$ cat config.mk
export PLATFORM = sky130hd
export DESIGN_NAME = retro_catc_multi
export DESIGN_NICKNAME = d
export VERILOG_FILES = /design/src/rtl/retro_catc_multi.sv
export SDC_FILE = /design/constraint.sdc
export NUM_CORES = 1
export LEC_CHECK = 0
export CAP_MARGIN = 40
export CELL_PAD_IN_SITES_DETAIL_PLACEMENT = 1
export CELL_PAD_IN_SITES_GLOBAL_PLACEMENT = 2
export CORE_MARGIN = 2
export CORE_UTILIZATION = 35
export DETAILED_ROUTE_END_ITERATION = 8
export GPL_ROUTABILITY_DRIVEN = 1
export GPL_TIMING_DRIVEN = 0
export MAX_ROUTING_LAYER = met4
export PLACE_DENSITY = 0.83
export SLEW_MARGIN = 20
export SYNTH_ARGS = -nofsm -noshare
export SYNTH_HDL_FRONTEND = slang
export SYNTH_SLANG_ARGS = --single-unit
$ cat constraint.sdc
create_clock -name Clk -period 14 [get_ports Clk]
set_clock_uncertainty 0.15 [all_clocks]
set_input_delay 1.4 -clock Clk [delete_from_list [all_inputs] [get_ports Clk]]
set_output_delay 1.4 -clock Clk [all_outputs]
set_load 0.1 [all_outputs]
$ cat src/rtl/retro_catc_multi.sv
`timescale 1ns/1ps
// retro_catc_multi: per-channel clock enables derived from an exact rational
// reference accumulator, with per-channel stall, catch-up debt and minimum tick spacing.
module retro_catc_multi #(
   parameter int unsigned           Channels       = 2,
   parameter int unsigned           CoreClock      = 200000000,
   parameter int unsigned           ReferenceClock = 21477272,
   parameter int unsigned           ClockFactor    = 2,
   parameter logic [8*Channels-1:0] ChannelDiv     = {8'd4, 8'd12},
   parameter int unsigned           DebtBits       = 16,
   parameter int unsigned           Lockstep       = 0
) (
   input  logic                         Clk,
   input  logic                         Reset_n,
   input  logic                         ClkEn,
   input  logic [Channels-1:0]          Delay,
   input  logic                         ClearOverflow,
   output logic [Channels-1:0]          ClkEnOut,
   output logic [Channels-1:0]          Behind,
   output logic [Channels-1:0]          Overflow,
   output logic [Channels*DebtBits-1:0] Debt
);
   localparam int unsigned     AccW  = $clog2(CoreClock) + 1;
   localparam logic [AccW-1:0] CoreK = AccW'(CoreClock);
   localparam logic [AccW-1:0] RefK  = AccW'(ReferenceClock);

   function automatic logic [63:0] min_gap(input int unsigned c);
      logic [63:0] g;
      g = (64'(ChannelDiv[8*c +: 8]) * 64'(CoreClock)) /
          (64'(ClockFactor) * 64'(ReferenceClock));
      return (g == 64'd0) ? 64'd1 : g;
   endfunction

   function automatic logic [63:0] max_gap();
      logic [63:0] m;
      m = 64'd1;
      for (int unsigned c = 0; c < Channels; c++)
         if (min_gap(c) > m) m = min_gap(c);
      return m;
   endfunction

   localparam int unsigned GapW = $clog2(max_gap() + 64'd1);

   function automatic logic [Channels*GapW-1:0] gap_vec();
      logic [Channels*GapW-1:0] v;
      v = '0;
      for (int unsigned c = 0; c < Channels; c++)
         v[GapW*c +: GapW] = GapW'(min_gap(c));
      return v;
   endfunction

   localparam logic [Channels*GapW-1:0] MinGapVec = gap_vec();

   logic [AccW-1:0]                     acc_q, acc_d, sum;
   logic                                ref_tick;
   logic [Channels-1:0][7:0]            presc_q, presc_d;
   logic [Channels-1:0][GapW-1:0]       gap_q, gap_d;
   logic [Channels-1:0][DebtBits-1:0]   debt_q, debt_d;
   logic [Channels-1:0]                 ovf_q, ovf_d;
   logic [Channels-1:0]                 ceo_q, ceo_d;
   logic [Channels-1:0]                 chan_tick;

   always_comb begin
      sum       = acc_q + RefK;
      ref_tick  = (sum >= CoreK);
      acc_d     = acc_q;
      presc_d   = presc_q;
      gap_d     = gap_q;
      debt_d    = debt_q;
      ovf_d     = ovf_q;
      chan_tick = '0;
      ceo_d     = '0;
      for (int unsigned c = 0; c < Channels; c++) begin
         chan_tick[c] = ref_tick && (presc_q[c] == ChannelDiv[8*c +: 8] - 8'd1);
         ceo_d[c]     = ClkEn && !(Delay[c] || (Lockstep != 0 && |Delay))
                        && (gap_q[c] >= MinGapVec[GapW*c +: GapW])
                        && (chan_tick[c] || debt_q[c] != '0);
      end
      if (ClkEn) begin
         acc_d = ref_tick ? sum - CoreK : sum;
         for (int unsigned c = 0; c < Channels; c++) begin
            if (ref_tick)
               presc_d[c] = chan_tick[c] ? 8'd0 : presc_q[c] + 8'd1;
            if (ceo_d[c])
               gap_d[c] = GapW'(1);
            else if (gap_q[c] < MinGapVec[GapW*c +: GapW])
               gap_d[c] = gap_q[c] + GapW'(1);
            // a natural tick that cannot go out now is owed; at full scale it is lost and flagged
            ovf_d[c] = ovf_q[c] && !ClearOverflow;
            if (chan_tick[c] && !ceo_d[c]) begin
               if (debt_q[c] == '1) ovf_d[c] = 1'b1;
               else                 debt_d[c] = debt_q[c] + DebtBits'(1);
            end else if (ceo_d[c] && !chan_tick[c]) begin
               debt_d[c] = debt_q[c] - DebtBits'(1);
            end
         end
      end
   end

   always_ff @(posedge Clk or negedge Reset_n) begin
      if (!Reset_n) begin
         acc_q   <= '0;
         presc_q <= '0;
         gap_q   <= MinGapVec;
         debt_q  <= '0;
         ovf_q   <= '0;
         ceo_q   <= '0;
      end else begin
         acc_q   <= acc_d;
         presc_q <= presc_d;
         gap_q   <= gap_d;
         debt_q  <= debt_d;
         ovf_q   <= ovf_d;
         ceo_q   <= ceo_d;
      end
   end

   always_comb begin
      Behind = '0;
      for (int unsigned c = 0; c < Channels; c++) Behind[c] = |debt_q[c];
   end

   assign ClkEnOut = ceo_q;
   assign Overflow = ovf_q;
   assign Debt     = debt_q;
endmodule

Word level (Yosys, flattened, before mapping)
Cells that the tools add are included.
Storage, ports and cells
  register bits: 93
  input bits: 6
  logic and storage cells: 83
Operators by class
  add/subtract/negate cells: 10
  order comparisons: 5
  equal/unequal tests: 6
  muxes and demuxes: 17
  reductions and logical operators: 36
Operators by type and width (count)
  two-way mux 16 bit: 6
  adder 16 x 1 -> 16 bit, second input constant: 2
  equality test 16 bit, second input constant: 2
  nonzero test 16 bit: 2
  OR reduction 16 bit: 2
  subtractor 16 x 1 -> 16 bit, second input constant: 2
  adder 29 x 25 -> 29 bit, second input constant: 1
  greater-or-equal comparator 29 x 28 -> 1 bit, second input constant: 1
  two-way mux 29 bit: 1
  subtractor 29 x 28 -> 29 bit, second input constant: 1
  two-way mux 6 bit: 4
  adder 8 x 1 -> 8 bit, second input constant: 2
  two-way mux 8 bit: 2
  logical AND 1 bit: 14
  adder 6 x 1 -> 6 bit, second input constant: 2
  equality test 8 x 2 -> 1 bit, second input constant: 1
  equality test 8 x 4 -> 1 bit, second input constant: 1
  nonzero test 2 bit: 4
  zero test 1 bit: 7
  greater-or-equal comparator 6 x 5 -> 1 bit, second input constant: 1
  greater-or-equal comparator 6 bit, second input constant: 1
  less-than comparator 6 x 5 -> 1 bit, second input constant: 1
  less-than comparator 6 bit, second input constant: 1
  AND reduction 2 bit: 3
  other kinds (4): 10

Longest topological paths before layout
  depth after elaboration: 9
  depth in mapped cells: 27
  gate-level depth less buffers: 23

Worst setup path before layout
No wires, ideal clock.
  kind: register to register
  start: register acc_q[3]
  end: register debt_q (netlist bit Debt[29])
  library setup time: 0.069 ns
  arrival time: 4.809 ns
  setup slack: 8.971 ns
  cell stages (with the launch flop): 28
  buffers on the path: 5
  period minus slack after synthesis: 5.029 ns
  cell sequence: dfrtp_1 buf_4 inv_1 ha_1 nand3b_1 clkbuf_1 nand2_1 xnor2_1 ha_1 nand2_1 or3_1 o31ai_1 a2111o_1 a32oi_4 nor3_4 o21a_4 buf_4 buf_4 inv_1 ha_1 buf_1 or3_1 nor3_1 a221oi_1 o21ai_0 a2111oi_1 nor3_1 nand3_1
On the way
  cells in the longest elaborated chain, start to end: 9
  elaborated cells on any way between the ends: 13
  classes of those cells: 1 x add/sub; 1 x order compare; 1 x eq/ne; 1 x mux; 9 x reduce/logical
Ends and longest elaborated chain
  start: declaration: line 54  | logic [AccW-1:0] acc_q, acc_d, sum;
  start signal: assignment: line 102  | acc_q <= '0;
  start signal: assignment: line 109  | acc_q <= acc_d;
  adder 29 x 25 -> 29 bit *: line 64  | sum = acc_q + RefK;
  named net sum[3]: line 54
  greater-or-equal comparator 29 x 28 -> 1 bit *: line 65  | ref_tick = (sum >= CoreK);
  logical AND 1 bit *: line 74  | chan_tick[c] = ref_tick && (presc_q[c] == ChannelDiv[8*c +: 8] - 8'd1);
  logical OR 1 bit: line 77  | && (chan_tick[c] || debt_q[c] != '0);
  logical AND 1 bit: line 77
  zero test 1 bit: line 90  | if (chan_tick[c] && !ceo_d[c]) begin
  logical AND 1 bit: line 90
  inequality test 2 bit (no line) / nonzero test 2 bit (equally long branches)
  AND reduction 3 bit (no line)
  end signal: assignment: line 112  | debt_q <= debt_d;
  end: declaration: line 58  | logic [Channels-1:0][DebtBits-1:0] debt_q, debt_d;
Mark *: on every way through the listed nets, which the timed path passes. The rest lies on a longest branch.
A chain may end at the register's enable or synchronous reset.

Worst setup path after layout
  start: register acc_q[4]
  end: register debt_q (netlist bit Debt[29])
On the way
  cells in the longest elaborated chain, start to end: 9
  elaborated cells on any way between the ends: 13
  classes of those cells: 1 x add/sub; 1 x order compare; 1 x eq/ne; 1 x mux; 9 x reduce/logical
Ends and longest elaborated chain (line)
  adder 29 x 25 -> 29 bit *: 64
  greater-or-equal comparator 29 x 28 -> 1 bit *: 65
  logical AND 1 bit *: 74
  logical OR 1 bit: 77
  logical AND 1 bit: 77
  zero test 1 bit: 90
  logical AND 1 bit: 90
  inequality test 2 bit (no line) / nonzero test 2 bit (equally long branches)
  AND reduction 3 bit (no line)
Mark *: on every way between the ends. The rest lies on a longest branch, timed or not.

==> summary.txt <==
Number of clock sinks: 90
Crit path time final: 6.11 ns
Cells after Synth: 756
Synth unique cells: 91
Clk pin slew, worst setup/hold paths: 0.07 ns
Grt ovf: 0
Synth top area cells: dfrtp_1 (32%), xnor2_1 (5.5%), xor2_1 (4.5%), nand2_1 (4.0%), nor2_1 (3.6%)
Die ar.: 19600 µm²
Min-Delay Path Class: register to register
Setup violations, final: 0
Worst Path Required: 14.14 ns
PortBufs: 43
Postcts setup bufs: 0
Worst setup EP type: register
Synthesized area: 6480 µm²
All-layer global routing usage: 21.7%
PnR worst setup slack: 7.89 ns
Post-synth EDFFs: 0
Chip height: 140 µm
H-tree lvl count: 3
Clk Latency, worst-skew pair: 0.36 ns
Register area share after synthesis: 34.9%
Hold Path Depth: 1
Layout cells sized above 1: 13.1%
Total Routed Length: 20000 µm
Setup CP Type: register to register
Antenna violations before repair: 0
Antenna-violating nets left: 0
CTS tree: done
Asr flop ratio synth: 100%
Worst Setup Start Kind: register
Worst Path Max Fanout: 10
Worst Hold Slack: 0.347 ns
Vias in the first global route: 6566
Setup TNS Final: 0 ns
Area Overhead vs Synth: 25.1%
Hpwl dp: 14800 µm
Mapped Nets: 777
Clk buf depth: 2
Initial core utilization: 35.8%
Commonest cells post-synth: dfrtp_1 (83), nand2_1 (69), nor2_1 (62)
Primary FF master, synth: dfrtp_1
Syn Area/Cell: 8.57 µm²
R2R depth: 27
I/O Pins: 44
Slew @ Worst Pin: 0.886 ns
# fillers: 2129
Max cap viols: 0
Cell Rows: 49
Crit path top cell by count: ha_1
# resized after CTS: 0
DP Worst Slack: 7.89 ns
DR vias: 6183
Vias per cell: 5.71
Share of the clock period used by the worst path: 43.6%
Status: completed
Routed len/inst: 18.5 µm
Root buf cell: clkbuf_16
Final Hold Viols: 0
FF+latch count, synth: 90
Slew Limit Fails: 0
Most common cell in the synthesized netlist: dfrtp_1
RSZ-0062 raised after global routing: no
Top-area cell type share of the netlist area: 32.1%
Peak Freq: 0.164 GHz
DRC violation total after the first TritonRoute iteration: 195
Placer Congestion: 0.893
# DRC: 0
Yosys warnings: 0
Core footprint: 18100 µm²
First-pass GRT wire length: 33700 µm
Die Span X: 140 µm
Drt first pass iters: 4
Antenna diodes: 0
Hold buffers post-CTS: 0
Worst slew margin: 39.4%
Pin count of the biggest net entering global routing: 68
CTS buffer count: 9
CP arrival: 6.24 ns
Crit-path max cell delay: 0.48 ns
Largest area contributor in the netlist: dfrtp_1
Nets: 870
Worst path slowest cell: a2111oi_1
-- cell type report --
class                      instances  area, µm²  area share [%]
buffer                            46        213            2.63
clock buffer                       9        225            2.78
clock inverter                     7       82.6            1.02
inverter                          22       85.1            1.05
multi-input combinational        598       3920            48.4
sequential                        90       2260            27.9
tap                              229        287            3.54
timing repair buffer              82       1030            12.7
-- cell families (layout without fill, tap and decap cells) --
group | count (synthesis) | after routing | synth area share, %
simple gates | 313 | 313 | 25.7
compound gates | 187 | 187 | 20.4
flops | 90 | 90 | 34.9
xor+xnor | 74 | 74 | 10.0
buf+inv | 68 | 166 | 4.60
fa+ha+maj | 15 | 15 | 3.01
mux | 9 | 9 | 1.45
-- stage by stage --
stage                     util (%)  std cells  instance area [µm²]
after CTS                     44.8       1083                 8100
after global placement        39.8       1028                 7200
final                         44.8       1083                 8100
after global routing          44.8       1083                 8100
after detailed placement      43.1       1067                 7790
after floorplan                  -        756                 6480
-- path summary, 6_finish.rpt --
path | startpoint | to | slack, ns
min reg2reg | presc_q[7] | presc_q[7] | 0.35
max | acc_q[4] | Debt[29] | 7.89
max in group asynchronous | Reset_n | gap_q[0] | 12.27
min in group asynchronous | Reset_n | acc_q[7] | 0.74
max reg2reg | acc_q[4] | Debt[29] | 7.89
min | presc_q[7] | presc_q[7] | 0.35
-- sequential cells by signal, summed over array words and instances (netlist names) --
name      cells
Debt         32
acc_q        26
presc_q      16
gap_q        12
ClkEnOut      2
Overflow      2
-- per-layer routing --
layer	vias up	routed length, µm	GRT usage [%]
met4	0	431	7.76
met1	3126	9110	26.1
met2	87	10100	37.4
met5	-	0	-
li1	2939	-	-
met3	31	422	2.77
-- cells in the final DEF, fill, tap and decap left out, types with 27 or more instances in the layout --
| cell | synthesis | routed |
|---|---|---|
| clkbuf_1 | 27 | 27 |
| buf_8 | 0 | 38 |
| nand2_1 | 69 | 69 |
| clkdlybuf4s50_1 | 0 | 42 |
| dfrtp_1 | 83 | 83 |
| xnor2_1 | 41 | 41 |
| nor2_1 | 62 | 62 |
| o21ai_0 | 40 | 40 |
| a21oi_1 | 40 | 40 |
| xor2_1 | 33 | 33 |
| nand3_1 | 32 | 32 |
-- critical path, delay by kind of cell, from the launching register on --
family / cells / cell delay [ns]
DFF: 1 / 0.36
adders and majority gates: 3 / 0.53
buffers and inverters: 7 / 1.48
AOI/OAI and AO/OA: 7 / 2.27
xor gates and xnor gates: 1 / 0.19
and+or+nand+nor: 9 / 1.05
Power is left out: the tool's default activity adds up to more than one toggle a clock period on the data nets, which glitch-free logic cannot reach.
==> RTL change, RTL diff (same flow settings) <==
`CoreClock`: 200000000 -> 800000000.
--- a/src/rtl/retro_catc_multi.sv
+++ b/src/rtl/retro_catc_multi.sv
@@ -4,5 +4,5 @@
 module retro_catc_multi #(
    parameter int unsigned           Channels       = 2,
-   parameter int unsigned           CoreClock      = 200000000,
+   parameter int unsigned           CoreClock      = 800000000,
    parameter int unsigned           ReferenceClock = 21477272,
    parameter int unsigned           ClockFactor    = 2,
Function: no difference found for any inputs over 10 cycles, from zero or initial values and one cycle with Reset_n low; that may be too few to reach the edited logic, so the function may still have changed.
==> RTL change against the original RTL <==
Sequential cell count is 6 higher. Synthesized cell count is 2.0% lower. Via count is 2.9% lower. Routed wire length is 1.1% lower. Setup slack worse by 0.11 ns. Synthesized area is 3.1% higher. Cell area is 2.8% higher. Highest routed layer unchanged.
==> RTL change: results (changes against the original RTL) <==
| Metric | Value |
|---|---|
| Routed wl met2 | 9740 um (was 10100 um) |
| Max_slew headroom | 46.1% (was 39.4%) |
| Non-clk buf share | 14.8% (was 15.3%) |
| Outcome | completed (unchanged) |
| Final Power | 1950 uW |
| Synth cell types | 83 (was 91) |
| Largest net degree at the start of global routing | 62 (was 68) |
| M1 GR Usage | 27.2% (was 26.1%) |
| R2R Path Start | acc_q[7] (was acc_q[4]) |
| Crit path capture | Debt[15] (was Debt[29]) |
| Via density | 5.59 (was 5.71) |
| Metal3 WL | 550 um (was 422 um) |
| Hold Slack | 0.334 ns (was 0.347 ns) |
| GRT Util Overall | 21.4% (was 21.7%) |
| Hold path start | presc_q[15] (was presc_q[7]) |
| ClkCell Share | 3.86% (was 3.80%) |
| Inverter count | 23 (was 22) |
| Worst hold path endpoint | presc_q[15] (was presc_q[7]) |
| Pre-CTS setup slack | 7.73 ns (was 7.89 ns) |
| Yosys reg bits | 96 (was 90) |
| Period utilization | 44.4% (was 43.6%) |
| Placed insts | 1058 (was 1067) |
| First-pass GRT wire length | 33800 um (was 33700 um) |
| Share of post-route cells with drive strength above 1 | 14.9% (was 13.1%) |
| Clock buffers | 10 (was 9) |
[RTL change: logic make-up (layout without fill, tap and decap cells)]
kind of cell,Yosys count,count (layout),synth area share [%]
adders and majority gates,14,14,2.85
and+or+nand+nor,286,286,22.7
xor gates and xnor gates,97,97,12.7
DFF,96,96,36.2
AOI/OAI and AO/OA,166,166,18.4
buffers and inverters,65,164,4.25
muxes,17,17,2.87
[RTL change: worst reg2reg max path: stages (launching register included)]
cell and delay (ns):
dfrtp_1 0.38, buf_6 0.15, or4_4 0.57, o21ai_2 0.30, xnor2_1 0.21, ha_1 0.21
nand3_1 0.07, a2111oi_0 0.63, o2111ai_2 0.24, a2111o_2 0.63, a211oi_4 0.46, buf_2 0.33
inv_1 0.11, ha_1 0.30, a21o_1 0.20, or4_1 0.45, a21oi_1 0.17, nor2_1 0.07
a31oi_1 0.17, nor2b_1 0.06, o21ai_1 0.15, xnor2_1 0.13
